File: config.mk
export PLATFORM = sky130hd
export DESIGN_NAME = skid_buffer
export DESIGN_NICKNAME = d
export VERILOG_FILES = /design/src/rtl/pipe_pkg.sv /design/src/rtl/skid_buffer_sat_counter.sv /design/src/rtl/skid_buffer.sv
export SDC_FILE = /design/constraint.sdc
export NUM_CORES = 1
export LEC_CHECK = 0
export ABC_CLOCK_PERIOD_IN_PS = 1450
export BUFFER_PORTS_ARGS = -buffer_cell sky130_fd_sc_hd__buf_2
export CAP_MARGIN = 20
export CORE_AREA = 2 2 117 119
export DETAILED_ROUTE_END_ITERATION = 10
export DIE_AREA = 0 0 119 121
export MAX_ROUTING_LAYER = met4
export PLACE_DENSITY = 0.39
export SYNTH_ARGS = -nofsm -noshare
export SYNTH_HDL_FRONTEND = slang
export SYNTH_SLANG_ARGS = --single-unit
export TNS_END_PERCENT = 50
File: constraint.sdc
create_clock -name clk_i -period 1.45 [get_ports clk_i]
set_input_delay 0.2175 -clock clk_i [delete_from_list [all_inputs] [get_ports clk_i]]
set_output_delay 0.2175 -clock clk_i [all_outputs]
set_load 0.05 [all_outputs]
File: src/rtl/pipe_pkg.sv
`default_nettype none
// ============================================================================
//  Module      : pipe_pkg
//  Description : Shared types and small helpers for the pipeline staging
//                blocks. Holds the skid buffer occupancy encoding and the
//                decode helpers that turn an occupancy state into the
//                handshake levels presented on the ports.
//  Contents    : skid_state_e      - occupancy of a two-entry skid buffer
//                skid_can_accept() - state has room for another beat
//                skid_has_head()   - state holds a beat at the output
//  Revision    : 1.0  initial release
// ============================================================================
package pipe_pkg;

    // Occupancy of the two-entry skid buffer.
    //   SKID_EMPTY : nothing held, output invalid
    //   SKID_BUSY  : one beat held in the output register
    //   SKID_FULL  : output register plus the overflow (skid) register in use
    typedef enum logic [1:0] {
        SKID_EMPTY = 2'd0,
        SKID_BUSY  = 2'd1,
        SKID_FULL  = 2'd2
    } skid_state_e;

    // Upstream may push whenever the overflow slot is still free.
    function automatic logic skid_can_accept(input skid_state_e state);
        return (state != SKID_FULL);
    endfunction

    // Downstream sees a valid beat whenever anything is held.
    function automatic logic skid_has_head(input skid_state_e state);
        return (state != SKID_EMPTY);
    endfunction

endpackage : pipe_pkg
`default_nettype wire

File: src/rtl/skid_buffer_sat_counter.sv
`default_nettype none
// ============================================================================
//  Module      : sat_counter
//  Description : Free-running event counter that sticks at all-ones instead
//                of wrapping. Used for the skid buffer statistics so that a
//                long-running stall is never misreported as a small count.
//  Parameters  : WIDTH    - counter width in bits
//  Ports       : clk_i    in   1      clock, posedge
//                rst_i    in   1      synchronous active-high clear
//                inc_i    in   1      count one event this cycle
//                count_o  out  WIDTH  current count (registered)
//  Revision    : 1.0  initial release
// ============================================================================
module sat_counter #(
    parameter int unsigned WIDTH = 32
) (
    input  logic             clk_i,
    input  logic             rst_i,
    input  logic             inc_i,
    output logic [WIDTH-1:0] count_o
);

    logic [WIDTH-1:0] r_count;
    logic             w_at_max;

    // Saturation point is the all-ones value of the counter width.
    assign w_at_max = (r_count == {WIDTH{1'b1}});

    always_ff @(posedge clk_i) begin
        if (rst_i) begin
            r_count <= '0;
        end else if (inc_i && !w_at_max) begin
            r_count <= r_count + WIDTH'(1);
        end
    end

    assign count_o = r_count;

endmodule : sat_counter
`default_nettype wire

File: src/rtl/skid_buffer.sv
`default_nettype none
// ============================================================================
//  Module      : skid_buffer
//  Description : Two-entry valid/ready pipeline stage that registers both
//                directions. The forward path (data/valid) and the backward
//                path (ready) come straight from flops, so the downstream
//                ready never reaches the upstream ready combinationally.
//                Sustains one beat per cycle and supports a synchronous
//                flush for branch redirects.
//  Parameters  : WIDTH      - payload width in bits
//                CNT_WIDTH  - statistics counter width (stats build only)
//  Ports       : clk_i        in   1          clock, posedge
//                rst_i        in   1          synchronous active-high reset
//                flush_i      in   1          drop all held beats this cycle
//                wr_valid_i   in   1          upstream beat valid
//                wr_data_i    in   WIDTH      upstream payload
//                wr_ready_o   out  1          buffer can accept (registered)
//                rd_ready_i   in   1          downstream accepts
//                rd_data_o    out  WIDTH      head payload (registered)
//                rd_valid_o   out  1          head valid (registered)
//                stall_cnt_o  out  CNT_WIDTH  upstream stall cycles   [stats]
//                xfer_cnt_o   out  CNT_WIDTH  beats taken downstream  [stats]
//  Build macro : SKID_BUFFER_STATS_EN - when defined, adds the saturating
//                stall/transfer counters and their ports. The datapath is
//                identical either way.
//  Revision    : 1.0  initial release
// ============================================================================
module skid_buffer #(
    parameter int unsigned WIDTH     = 32,
    parameter int unsigned CNT_WIDTH = 32
) (
    input  logic                 clk_i,
    input  logic                 rst_i,
    input  logic                 flush_i,
    input  logic                 wr_valid_i,
    input  logic [WIDTH-1:0]     wr_data_i,
    output logic                 wr_ready_o,
    input  logic                 rd_ready_i,
    output logic [WIDTH-1:0]     rd_data_o,
    output logic                 rd_valid_o
`ifdef SKID_BUFFER_STATS_EN
    ,
    output logic [CNT_WIDTH-1:0] stall_cnt_o,
    output logic [CNT_WIDTH-1:0] xfer_cnt_o
`endif
);

    import pipe_pkg::*;

    // ------------------------------------------------------------------------
    // Storage
    //   r_out  : head beat, drives rd_data_o directly
    //   r_skid : overflow beat, always younger than r_out
    // The two handshake outputs get their own flops, loaded from the decoded
    // next state, so the ports are pure flop outputs with no decode logic
    // between the register and the pin.
    // ------------------------------------------------------------------------
    skid_state_e      r_state;
    logic [WIDTH-1:0] r_out;
    logic [WIDTH-1:0] r_skid;
    logic             r_wr_ready;
    logic             r_rd_valid;

    skid_state_e      w_state_nxt;
    logic [WIDTH-1:0] w_out_nxt;
    logic [WIDTH-1:0] w_skid_nxt;
    logic             w_write;
    logic             w_read;

    // Handshakes qualify against the registered levels only.
    assign w_write = wr_valid_i && r_wr_ready;
    assign w_read  = r_rd_valid && rd_ready_i;

    // ------------------------------------------------------------------------
    // Next-state / next-data
    // Flush wins over any transfer: the state empties, a simultaneous write is
    // dropped, and a simultaneous read is simply allowed to complete (the
    // beat was already on the bus). Data registers are left stale on flush;
    // they are never observed until rewritten because valid goes low.
    // ------------------------------------------------------------------------
    always_comb begin
        w_state_nxt = r_state;
        w_out_nxt   = r_out;
        w_skid_nxt  = r_skid;

        if (flush_i) begin
            w_state_nxt = SKID_EMPTY;
        end else begin
            unique case (r_state)
                SKID_EMPTY: begin
                    if (w_write) begin
                        w_out_nxt   = wr_data_i;
                        w_state_nxt = SKID_BUSY;
                    end
                end

                SKID_BUSY: begin
                    if (w_write && w_read) begin
                        // Head leaves as the new beat arrives: pass-through.
                        w_out_nxt = wr_data_i;
                    end else if (w_write) begin
                        // Head is stuck; park the new beat behind it.
                        w_skid_nxt  = wr_data_i;
                        w_state_nxt = SKID_FULL;
                    end else if (w_read) begin
                        w_state_nxt = SKID_EMPTY;
                    end
                end

                SKID_FULL: begin
                    // wr_ready is low here, so only a read can happen.
                    if (w_read) begin
                        w_out_nxt   = r_skid;
                        w_state_nxt = SKID_BUSY;
                    end
                end

                default: begin
                    // Unreachable encoding; recover to a clean empty state.
                    w_state_nxt = SKID_EMPTY;
                end
            endcase
        end
    end

    // ------------------------------------------------------------------------
    // State and data registers. Reset clears both entries so the output
    // reads zero and the buffer is ready on the first cycle after release.
    // ------------------------------------------------------------------------
    always_ff @(posedge clk_i) begin
        if (rst_i) begin
            r_state    <= SKID_EMPTY;
            r_out      <= '0;
            r_skid     <= '0;
            r_wr_ready <= 1'b1;
            r_rd_valid <= 1'b0;
        end else begin
            r_state    <= w_state_nxt;
            r_out      <= w_out_nxt;
            r_skid     <= w_skid_nxt;
            r_wr_ready <= skid_can_accept(w_state_nxt);
            r_rd_valid <= skid_has_head(w_state_nxt);
        end
    end

    assign wr_ready_o = r_wr_ready;
    assign rd_valid_o = r_rd_valid;
    assign rd_data_o  = r_out;

    // ------------------------------------------------------------------------
    // Optional statistics. Counters are cleared only by reset; flush is a
    // datapath event and deliberately leaves the history intact.
    // ------------------------------------------------------------------------
`ifdef SKID_BUFFER_STATS_EN
    logic w_stall;

    assign w_stall = wr_valid_i && !r_wr_ready;

    sat_counter #(
        .WIDTH   (CNT_WIDTH)
    ) u_stall_cnt (
        .clk_i   (clk_i),
        .rst_i   (rst_i),
        .inc_i   (w_stall),
        .count_o (stall_cnt_o)
    );

    sat_counter #(
        .WIDTH   (CNT_WIDTH)
    ) u_xfer_cnt (
        .clk_i   (clk_i),
        .rst_i   (rst_i),
        .inc_i   (w_read),
        .count_o (xfer_cnt_o)
    );
`else
    // Keeps CNT_WIDTH referenced in the build without statistics.
    logic [CNT_WIDTH-1:0] w_unused_cnt_width;
    assign w_unused_cnt_width = '0;
`endif

endmodule : skid_buffer
`default_nettype wire

==> impl_metrics.yaml, run 1 <==
outcome:
  outcome: "finished, final reports clean"
yosys:
  syn-cell-area_sq_um: 3200
  synthCells: 322
  ys_ff_latch: 68
  synth_nets: 359
  syn_area_per_cell_sq_um: 9.94
  async_flop_share: 0
  synthFlopType: "dfxtp_1"
  synth_edf_count: 0
  ys_seq_area_frac: 0.425
  synth-warning-count: 0
  synth_cell_types: 28
grt:
  grt_pass1_wl_mm: 16.2
  gr-total-overflow: 0
  grt_use_total: 0.148
  grt_max_degree: 62
  antenna_found_initial: 0
  grt_pass1_vias: 2888
critical_path:
  path_max_fanout: 19
  worstPathArrival_ns: 1.52
  worstSetupEndpointType: "flop"
  worstPathRequired_ns: 1.65
  path_class: "reg2reg"
  startpoint_type: "flop"
die:
  core_sq_um: 13100
  start_util: 0.245
  rows: 42
  dieWidth_um: 119
  die_h_um: 121
  ios: 71
  dieArea_sq_um: 14400
final_layout:
  area_delta_synth_final_pct: 29.7
  n_antenna_cell: 0
  nets: 420
  postLayoutCellArea_sq_um: 4150
  drive_gt1_frac: 0.387
power_and_ir_drop:
  power_density_nw_per_um2: 1330
  ir_drop_mv: 0.661
  p_leak_nw: 1.69
sta:
  period_minus_slack_ns: 1.33
  setup_tns_ns: 0
  slew_headroom: 0.727
  hold_slack_ns: 0.148
  maxSlewViolCount: 0
  fin_crit_sh: 0.915
  fmax_mhz: 754
  tightest_slew_ns: 0.409
  grt_setup_unrepaired: "no"
  clock_skew_ns: 0.00666
  setup_viol: 0
  hold_violations: 0
cts:
  numCtsBuffers: 9
  clock_latency_ns: 0.33
  path_clk_slew_ns: 0.06
  cts_tree: "yes"
  cts_root_buffer: "clkbuf_16"
  post_cts_buffers: 0
  h-tree-depth: 3
  clock_path_buffers: 2
  clkSinkCount: 68
routing:
  num_vias: 2843
  first_pass_iters: 5
  wl_mm: 10.3
  wl_per_cell_um: 18.2
  dr.first_iter.drc_count: 155
  vias_per_cell: 5.04
  drc: 0
  drtAntennaViolNets: 0
placement:
  dpl_cell_area_sq_um: 3770
  io_buffer_count: 70
  dpl.hpwl_mm: 6.63
  finalWeightedCongestion: 0.730
run:
  maxCapViolations: 0
worst_hold_path:
  hp-class: "in2reg"
stage by stage:
stage                      util  std cells  total power [mW]  worst slack [ns]
final                     0.317        564              5.51             0.123
after global routing      0.317        564              5.71            0.0219
after CTS                 0.317        564              5.58            0.0386
after detailed placement  0.288        548              2.94          -0.00753
after global placement    0.288        548              2.93           0.00369
after floorplan               -        322              2.66          -0.00859
final timing paths:
kind                 start  cells past startpoint  slack (ns)            end
max             r_state[1]                      4        0.12  rd_data_o[23]
max reg2reg     r_state[1]                      4        0.12  rd_data_o[23]
min reg2reg     r_skid[31]                      2        0.47     r_skid[31]
min          wr_data_i[26]                      3        0.15     r_skid[26]
sequential cells by signal (all words and copies together) (netlist names):
register / count
rd_data_o: 32
wr_ready_o: 1
r_state: 2
r_skid: 32
rd_valid_o: 1
power by group:
group	total [mW]	leakage (nW)	switching, mW	internal (mW)
Sequential	2.01	0.555	0.0543	1.95
Clock	2.62	0.172	0.839	1.78
Combinational	0.882	0.959	0.607	0.275
Total	5.51	1.69	1.50	4.01
area by class of cell:
type / instances / area [sq um]
sequential: 68 / 1370
tap: 176 / 220
timing repair buffer: 92 / 566
inverter: 2 / 7.51
clock buffer: 11 / 253
multi-input combinational: 210 / 1630
clock inverter: 5 / 106
fill: 1352 / 8930
cell usage after synthesis, types with 2 or more instances:
master,number,share of area
a211oi_1,2,0.0047
a211oi_2,30,0.12
a21o_1,2,0.0047
a21oi_1,35,0.055
a41oi_1,32,0.088
buf_1,2,0.0023
buf_2,6,0.0094
buf_4,4,0.0094
buf_6,6,0.021
clkbuf_1,24,0.028
dfxtp_1,68,0.43
inv_1,2,0.0023
mux2i_1,32,0.10
nand3_1,33,0.052
o21ai_0,2,0.0031
o21ai_1,30,0.047
worst max-delay path, cell delays in order (launching register included):
cell	delay, ns
dfxtp_2	0.36
o2bb2ai_2	0.20
and4_4	0.34
buf_12	0.21
a211oi_2	0.09
cell families after synthesis:
| logic type | synth area share |
|---|---|
| AO/OA/AOI/OAI | 0.332 |
| multiplexers | 0.100 |
| buffers and inverters | 0.0727 |
| AND/OR/NAND/NOR | 0.0700 |
| flip-flops | 0.426 |
cells in the final DEF (no fill, tap or decap), types with 2 or more instances in the layout:
| cell type | synthesis | final |
|---|---|---|
| nand3_1 | 33 | 33 |
| a211oi_1 | 2 | 2 |
| clkbuf_8 | 0 | 2 |
| buf_4 | 4 | 18 |
| a41oi_1 | 32 | 32 |
| o21ai_1 | 30 | 30 |
| dfxtp_1 | 68 | 64 |
| dfxtp_2 | 0 | 4 |
| inv_1 | 2 | 2 |
| a21o_1 | 2 | 2 |
| buf_12 | 0 | 4 |
| buf_2 | 6 | 70 |
| o21ai_0 | 2 | 2 |
| a21oi_1 | 35 | 34 |
| mux2i_2 | 0 | 4 |
| bufinv_16 | 0 | 3 |
| a211oi_2 | 30 | 30 |
| mux2i_1 | 32 | 28 |
| clkbuf_16 | 0 | 9 |
timing repair:
item / CTS / global route
endpoints found under the setup margin: 3 / 39
hold buffers: 0 / 0
resized for setup: 4 / 3
layer usage:
metal | wire length, um | global-route usage | share of wire | vias up
met4 | 119 | 0.0446 | 0.012 | 0
met2 | 4940 | 0.239 | 0.48 | 73
met5 | 0 | - | 0 | -
li1 | - | - | - | 1369
met1 | 4830 | 0.191 | 0.47 | 1392
met3 | 388 | 0.0230 | 0.038 | 9
Note: power is estimated with default switching activity, not from simulation.
==> run 2: changes to the inputs <==
--- a/config.mk
+++ b/config.mk
@@ -7,8 +7,8 @@
 export LEC_CHECK = 0
 export ABC_CLOCK_PERIOD_IN_PS = 1450
 export BUFFER_PORTS_ARGS = -buffer_cell sky130_fd_sc_hd__buf_2
-export CAP_MARGIN = 20
 export CORE_AREA = 2 2 117 119
+export CTS_CLUSTER_SIZE = 40
 export DETAILED_ROUTE_END_ITERATION = 10
 export DIE_AREA = 0 0 119 121
 export MAX_ROUTING_LAYER = met4
==> constraint.sdc (replaced) <==
create_clock -name clk_i -period 1.45 [get_ports clk_i]
set_input_delay 0.29 -clock clk_i [delete_from_list [all_inputs] [get_ports clk_i]]
set_output_delay 0.29 -clock clk_i [all_outputs]
set_load 0.05 [all_outputs]
==> run 2 against run 1 <==
  * Cell count grew 0.53%
  * Power shrank 6.3%
  * Setup slack lost 0.016 ns
  * First-iteration DRC count grew 42%
  * Fmax shrank 1.2%
  * Clock power shrank 14%
  * Count of clock-buffer cells in the layout grew 1
  * Combinational power grew 2%
  * Die area is the same
  * Global-route usage grew 0.76 points
  * Critical path type unchanged
  * Largest power group unchanged
==> impl_metrics.yaml, run 2 (synthesized netlist as in run 1, its figures left out) <==
sta:
  setup_viol: 0
  hold_violations: 0
  grt_setup_unrepaired: "no"
  fin_crit_sh: 0.926
  fmax_mhz: 745
  period_minus_slack_ns: 1.34
  tightest_slew_ns: 0.293
  setup_ws_ns: 0.107
  hold_slack_ns: 0.217
  maxSlewViolCount: 0
  slew_headroom: 0.805
  clock_skew_ns: 0.00545
routing:
  vias_per_cell: 5.07
  drc: 0
  drtAntennaViolNets: 0
  wl_per_cell_um: 18.4
  num_vias: 2872
  wl_mm: 10.4
  first_pass_iters: 4
  dr.first_iter.drc_count: 220
placement:
  dpl_cell_area_sq_um: 3840
  pre_cts_slack_ns: 0.0772
  finalWeightedCongestion: 0.735
  dpl.hpwl_mm: 6.65
  io_buffer_count: 70
critical_path:
  path_class: "reg2reg"
  path_max_fanout: 27
  crit_slowest_cell: "dfxtp_2"
  worstPathRequired_ns: 1.66
  worstSetupEndpointType: "flop"
  critPathBufInv: 1
  cp_cell_sequence: "o2bb2ai_2, and4_4, buf_12, a211oi_2"
  startpoint_type: "flop"
  max_stage_delay_ns: 0.36
  worstPathArrival_ns: 1.56
  crit_family: "flip-flops"
final_layout:
  area_delta_synth_final_pct: 29.8
  n_antenna_cell: 0
  final_cell_mix: "buf_2, dfxtp_1, a21oi_1"
  drive_gt1_frac: 0.376
  nets: 423
  final_util: 0.317
  layout_commonest_cell: "buf_2"
  postLayoutCellArea_sq_um: 4150
grt:
  grt_max_degree: 48
  grt_pass1_wl_mm: 16.7
  gr-total-overflow: 0
  grt_pass1_vias: 2920
  antenna_found_initial: 0
  grt_use_total: 0.155
cts:
  h-tree-depth: 3
  hold_buffers: 0
  cts_root_buffer: "clkbuf_16"
  post_cts_buffers: 0
  cts_tree: "yes"
  clock_latency_ns: 0.33
  clkSinkCount: 68
  path_clk_slew_ns: 0.06
  clock_path_buffers: 2
  numCtsBuffers: 9
die:
  die_h_um: 121
  rows: 42
  start_util: 0.245
  dieArea_sq_um: 14400
  dieWidth_um: 119
  core_sq_um: 13100
  ios: 71
power_and_ir_drop:
  p_leak_nw: 1.72
  power_density_nw_per_um2: 1240
  ir_drop_mv: 0.646
  power_mw: 5.16
worst_hold_path:
  hp-class: "in2reg"
outcome:
  outcome: "finished, final reports clean"
run:
  maxCapViolations: 0
## run 2: cell count changes in the layout (fill, tap and decap cells not counted), sizes merged
cell    change
buf         +3
clkbuf      +1
clkinv      +2
inv         -1
bufinv      -2
## run 2: final cells by class
cell class              instances  area, sq um
well taps                     176          220
repair buffers                 95          646
multi-input cells             210         1610
inverters                       2         7.51
fillers                      1392         8930
flip-flops and latches         68         1370
clock buffers                  12          256
clock inverters                 4         47.5
## run 2: where the power goes
group / internal (mW) / switching, mW
sequential: 1.95 / 0.0558
combinational: 0.292 / 0.609
clock: 1.42 / 0.831
total: 3.67 / 1.50
## run 2: worst min-delay path: stages
cell and delay, ns:
buf_2 0.10, nand3_1 0.06, a21oi_1 0.05
## run 2: what timing repair did
action | CTS | global route
resized for setup | 0 | 3
setup endpoints to repair | 0 | 28
hold endpoints to repair | 0 | 0
## run 2: routing by layer
metal,share of wire,up-vias,global-route usage
li1,-,1374,-
met1,0.48,1426,0.202
met2,0.47,67,0.238
met3,0.042,5,0.0446
met4,0.0064,0,0.0387
met5,0,-,-
## run 2: through the flow
stage / std cells / TNS (ns)
after floorplan: 322 / -0.239
after global placement: 551 / 0
after detailed placement: 551 / 0
after CTS: 567 / 0
after global routing: 567 / 0
final: 567 / 0
## run 2: path summary, 6_finish.rpt
kind	slack, ns	endpoint	startpoint	depth (start not counted)
min	0.22	r_skid[15]	wr_data_i[15]	3
max reg2reg	0.11	rd_data_o[8]	r_state[1]	4
max	0.11	rd_data_o[8]	r_state[1]	4
min reg2reg	0.47	r_skid[0]	r_skid[0]	2
==> run 3: changes to the inputs <==
--- a/config.mk
+++ b/config.mk
@@ -5,14 +5,15 @@
 export SDC_FILE = /design/constraint.sdc
 export NUM_CORES = 1
 export LEC_CHECK = 0
+export ABC_AREA = 1
 export ABC_CLOCK_PERIOD_IN_PS = 1450
 export BUFFER_PORTS_ARGS = -buffer_cell sky130_fd_sc_hd__buf_2
-export CORE_AREA = 2 2 117 119
+export CORE_AREA = 2 2 115 117
 export CTS_CLUSTER_SIZE = 40
 export DETAILED_ROUTE_END_ITERATION = 10
-export DIE_AREA = 0 0 119 121
+export DIE_AREA = 0 0 117 119
 export MAX_ROUTING_LAYER = met4
-export PLACE_DENSITY = 0.39
+export PLACE_DENSITY = 0.4
 export SYNTH_ARGS = -nofsm -noshare
 export SYNTH_HDL_FRONTEND = slang
 export SYNTH_SLANG_ARGS = --single-unit
==> run 3 against run 2 <==
  * Via count is 8.7% higher
  * Setup slack better by 0.065 ns
  * Critical endpoint is now r_skid[4]
  * Final area decreased by 2.8%
  * Non-clock buffer count fell by 6
==> impl_metrics.yaml, run 3 <==
placement:
  io_buffer_count: 70
  placed_cells: 711
  dpl.hpwl_mm: 5.92
  finalWeightedCongestion: 0.709
final_layout:
  drive_gt1_frac: 0.206
  area_delta_synth_final_pct: 29.1
  n_antenna_cell: 0
  fin_cells: 725
  layout_commonest_cell: "nand2_1"
  nFillCells: 1424
  nets: 583
  final_cell_mix: "nand2_1, buf_2, nand3_1"
  regArea_sq_um: 1370
  multi_input_area_sq_um: 1460
die:
  ios: 71
  die_h_um: 119
  dieArea_sq_um: 13900
  start_util: 0.243
  dieWidth_um: 117
  rows: 42
  core_sq_um: 12900
grt:
  grt_max_degree: 38
  antenna_found_initial: 0
  grt_pass1_vias: 2967
  grt_util_met1: 0.185
  gr-total-overflow: 0
  grt_use_total: 0.140
  grt_pass1_wl_mm: 14.7
  top_usage_layer: "met2"
  grt_use_met2: 0.210
  grtUsageMet3: 0.0341
yosys:
  yosysMostFrequentCell: "nand2_1"
  ys_seq_area_frac: 0.435
  synth-warning-count: 0
  synth_top_cells_by_count: "nand2_1, dfxtp_1, nand3_1"
  async_flop_share: 0
  synthTopCellsByArea: "dfxtp_1, nand2_1, nand3_1, nor2_1, a21oi_1"
  synth_edf_count: 0
  yosysTopAreaCellShare: 0.435
  synthFlopType: "dfxtp_1"
  synth_nets: 515
  syn_area_per_cell_sq_um: 6.55
  syn-cell-area_sq_um: 3130
  yosysTopAreaCell: "dfxtp_1"
  ys_ff_latch: 68
  synthCells: 478
  synth_cell_types: 21
sta:
  fin_crit_sh: 0.882
  setup_viol: 0
  slew_headroom: 0.743
  tightest_slew_ns: 0.386
  period_minus_slack_ns: 1.28
  hold_violations: 0
  maxSlewViolCount: 0
  setup_tns_ns: 0
  grt_setup_unrepaired: "no"
  fmax_mhz: 782
  clock_skew_ns: 0.00670
cts:
  cts_tree: "yes"
  clock_latency_ns: 0.33
  cts_root_buffer: "clkbuf_16"
  numCtsBuffers: 9
  clkSinkCount: 68
  h-tree-depth: 3
  path_clk_slew_ns: 0.05
  clock_path_buffers: 2
  hold_buffers: 0
power_and_ir_drop:
  internal_power_mw: 3.59
  p_leak_nw: 1.98
  seqPwrFrac: 0.399
  ir_drop_mv: 0.439
  clkPwrFrac: 0.438
  p_sw_frac: 0.284
  power_density_nw_per_um2: 1240
  p_sw_mw: 1.42
  power_mw: 5.02
  comb_power_share: 0.162
routing:
  wl_mm: 9.09
  wl_per_cell_um: 12.5
  first_pass_iters: 4
  num_vias: 3122
  vias_per_cell: 4.31
  dr.first_iter.drc_count: 129
  drc: 0
  drtAntennaViolNets: 0
worst_hold_path:
  hp-class: "in2reg"
critical_path:
  worstSetupEndpointType: "flop"
  worstPathRequired_ns: 1.71
  path_max_fanout: 12
  crit_slowest_cell: "dfxtp_2"
  worstPathArrival_ns: 1.53
  max_stage_delay_ns: 0.37
  crit_family: "flip-flops"
  critPathBufInv: 2
  path_class: "reg2reg"
  startpoint_type: "flop"
  cp_cell_sequence: "inv_1, nand2_1, nor2_4, buf_4, nand3_1, a21oi_1"
run:
  maxCapViolations: 0
outcome:
  outcome: "finished, final reports clean"
[run 3: through the flow]
step / setup WS [ns] / instance area [sq um] / utilization / hold slack [ns]
6_report: 0.172 / 4040 / 0.314 / 0.243
5_1_grt: 0.00661 / 4040 / 0.314 / 0.242
4_1_cts: 0.108 / 4030 / 0.313 / 0.234
3_5_place_dp: 0.101 / 3740 / 0.291 / 0.453
3_3_place_gp: 0.114 / 3740 / 0.291 / 0.447
2_1_floorplan: 0.0975 / 3130 / - / 0.440
[run 3: kinds of logic after synthesis]
logic type             Yosys count  synth area share
buffers and inverters           70             0.102
and+or+nand+nor                303             0.400
DFF                             68             0.435
AOI/OAI and AO/OA               37            0.0624
[run 3: metal layers]
layer  vias to the layer above  wire [um]
li1                       1613          -
met1                      1432       4540
met2                        71       4060
met3                         6        415
met4                         0         67
met5                         -          0
[run 3: worst reg2reg max path, cell delays in order (launching register included)]
cell and delay, ns:
dfxtp_2 0.37, inv_1 0.13, nand2_1 0.10, nor2_4 0.15
buf_4 0.22, nand3_1 0.09, a21oi_1 0.15
[run 3: cell type report]
cell class                      instances  share of cell area
Multi-Input combinational cell        340               0.362
Sequential cell                        68               0.338
Timing Repair Buffer                   89               0.138
Clock buffer                           12              0.0635
Tap cell                              176              0.0545
Inverter                               38              0.0353
Clock inverter                          2             0.00867
[run 3: path summary, 6_finish.rpt]
path,startpoint,endpoint,slack (ns),cells after the start
worst max-delay path,r_state[1],r_skid[4],0.17,6
worst min-delay path,wr_data_i[21],r_skid[21],0.24,3
worst max register to register,r_state[1],r_skid[4],0.17,6
worst min register to register,r_skid[10],r_skid[10],0.46,2
[run 3: repair_timing]
item                                    in CTS  in global routing
gates resized for setup                      0                  1
buffers inserted                             0                  0
endpoints found under the hold margin        0                  0
endpoints found under the setup margin       0                 12
[run 3: power by group through the flow]
stage | registers (mW) | clock network (mW) | logic [mW]
after global routing | 2.01 | 2.33 | 0.894
after detailed placement | 2.04 | 0 | 0.819
after CTS | 2.00 | 2.26 | 0.823
after floorplan | 2.29 | 0 | 0.320
final | 2.00 | 2.20 | 0.813
after global placement | 2.04 | 0 | 0.819
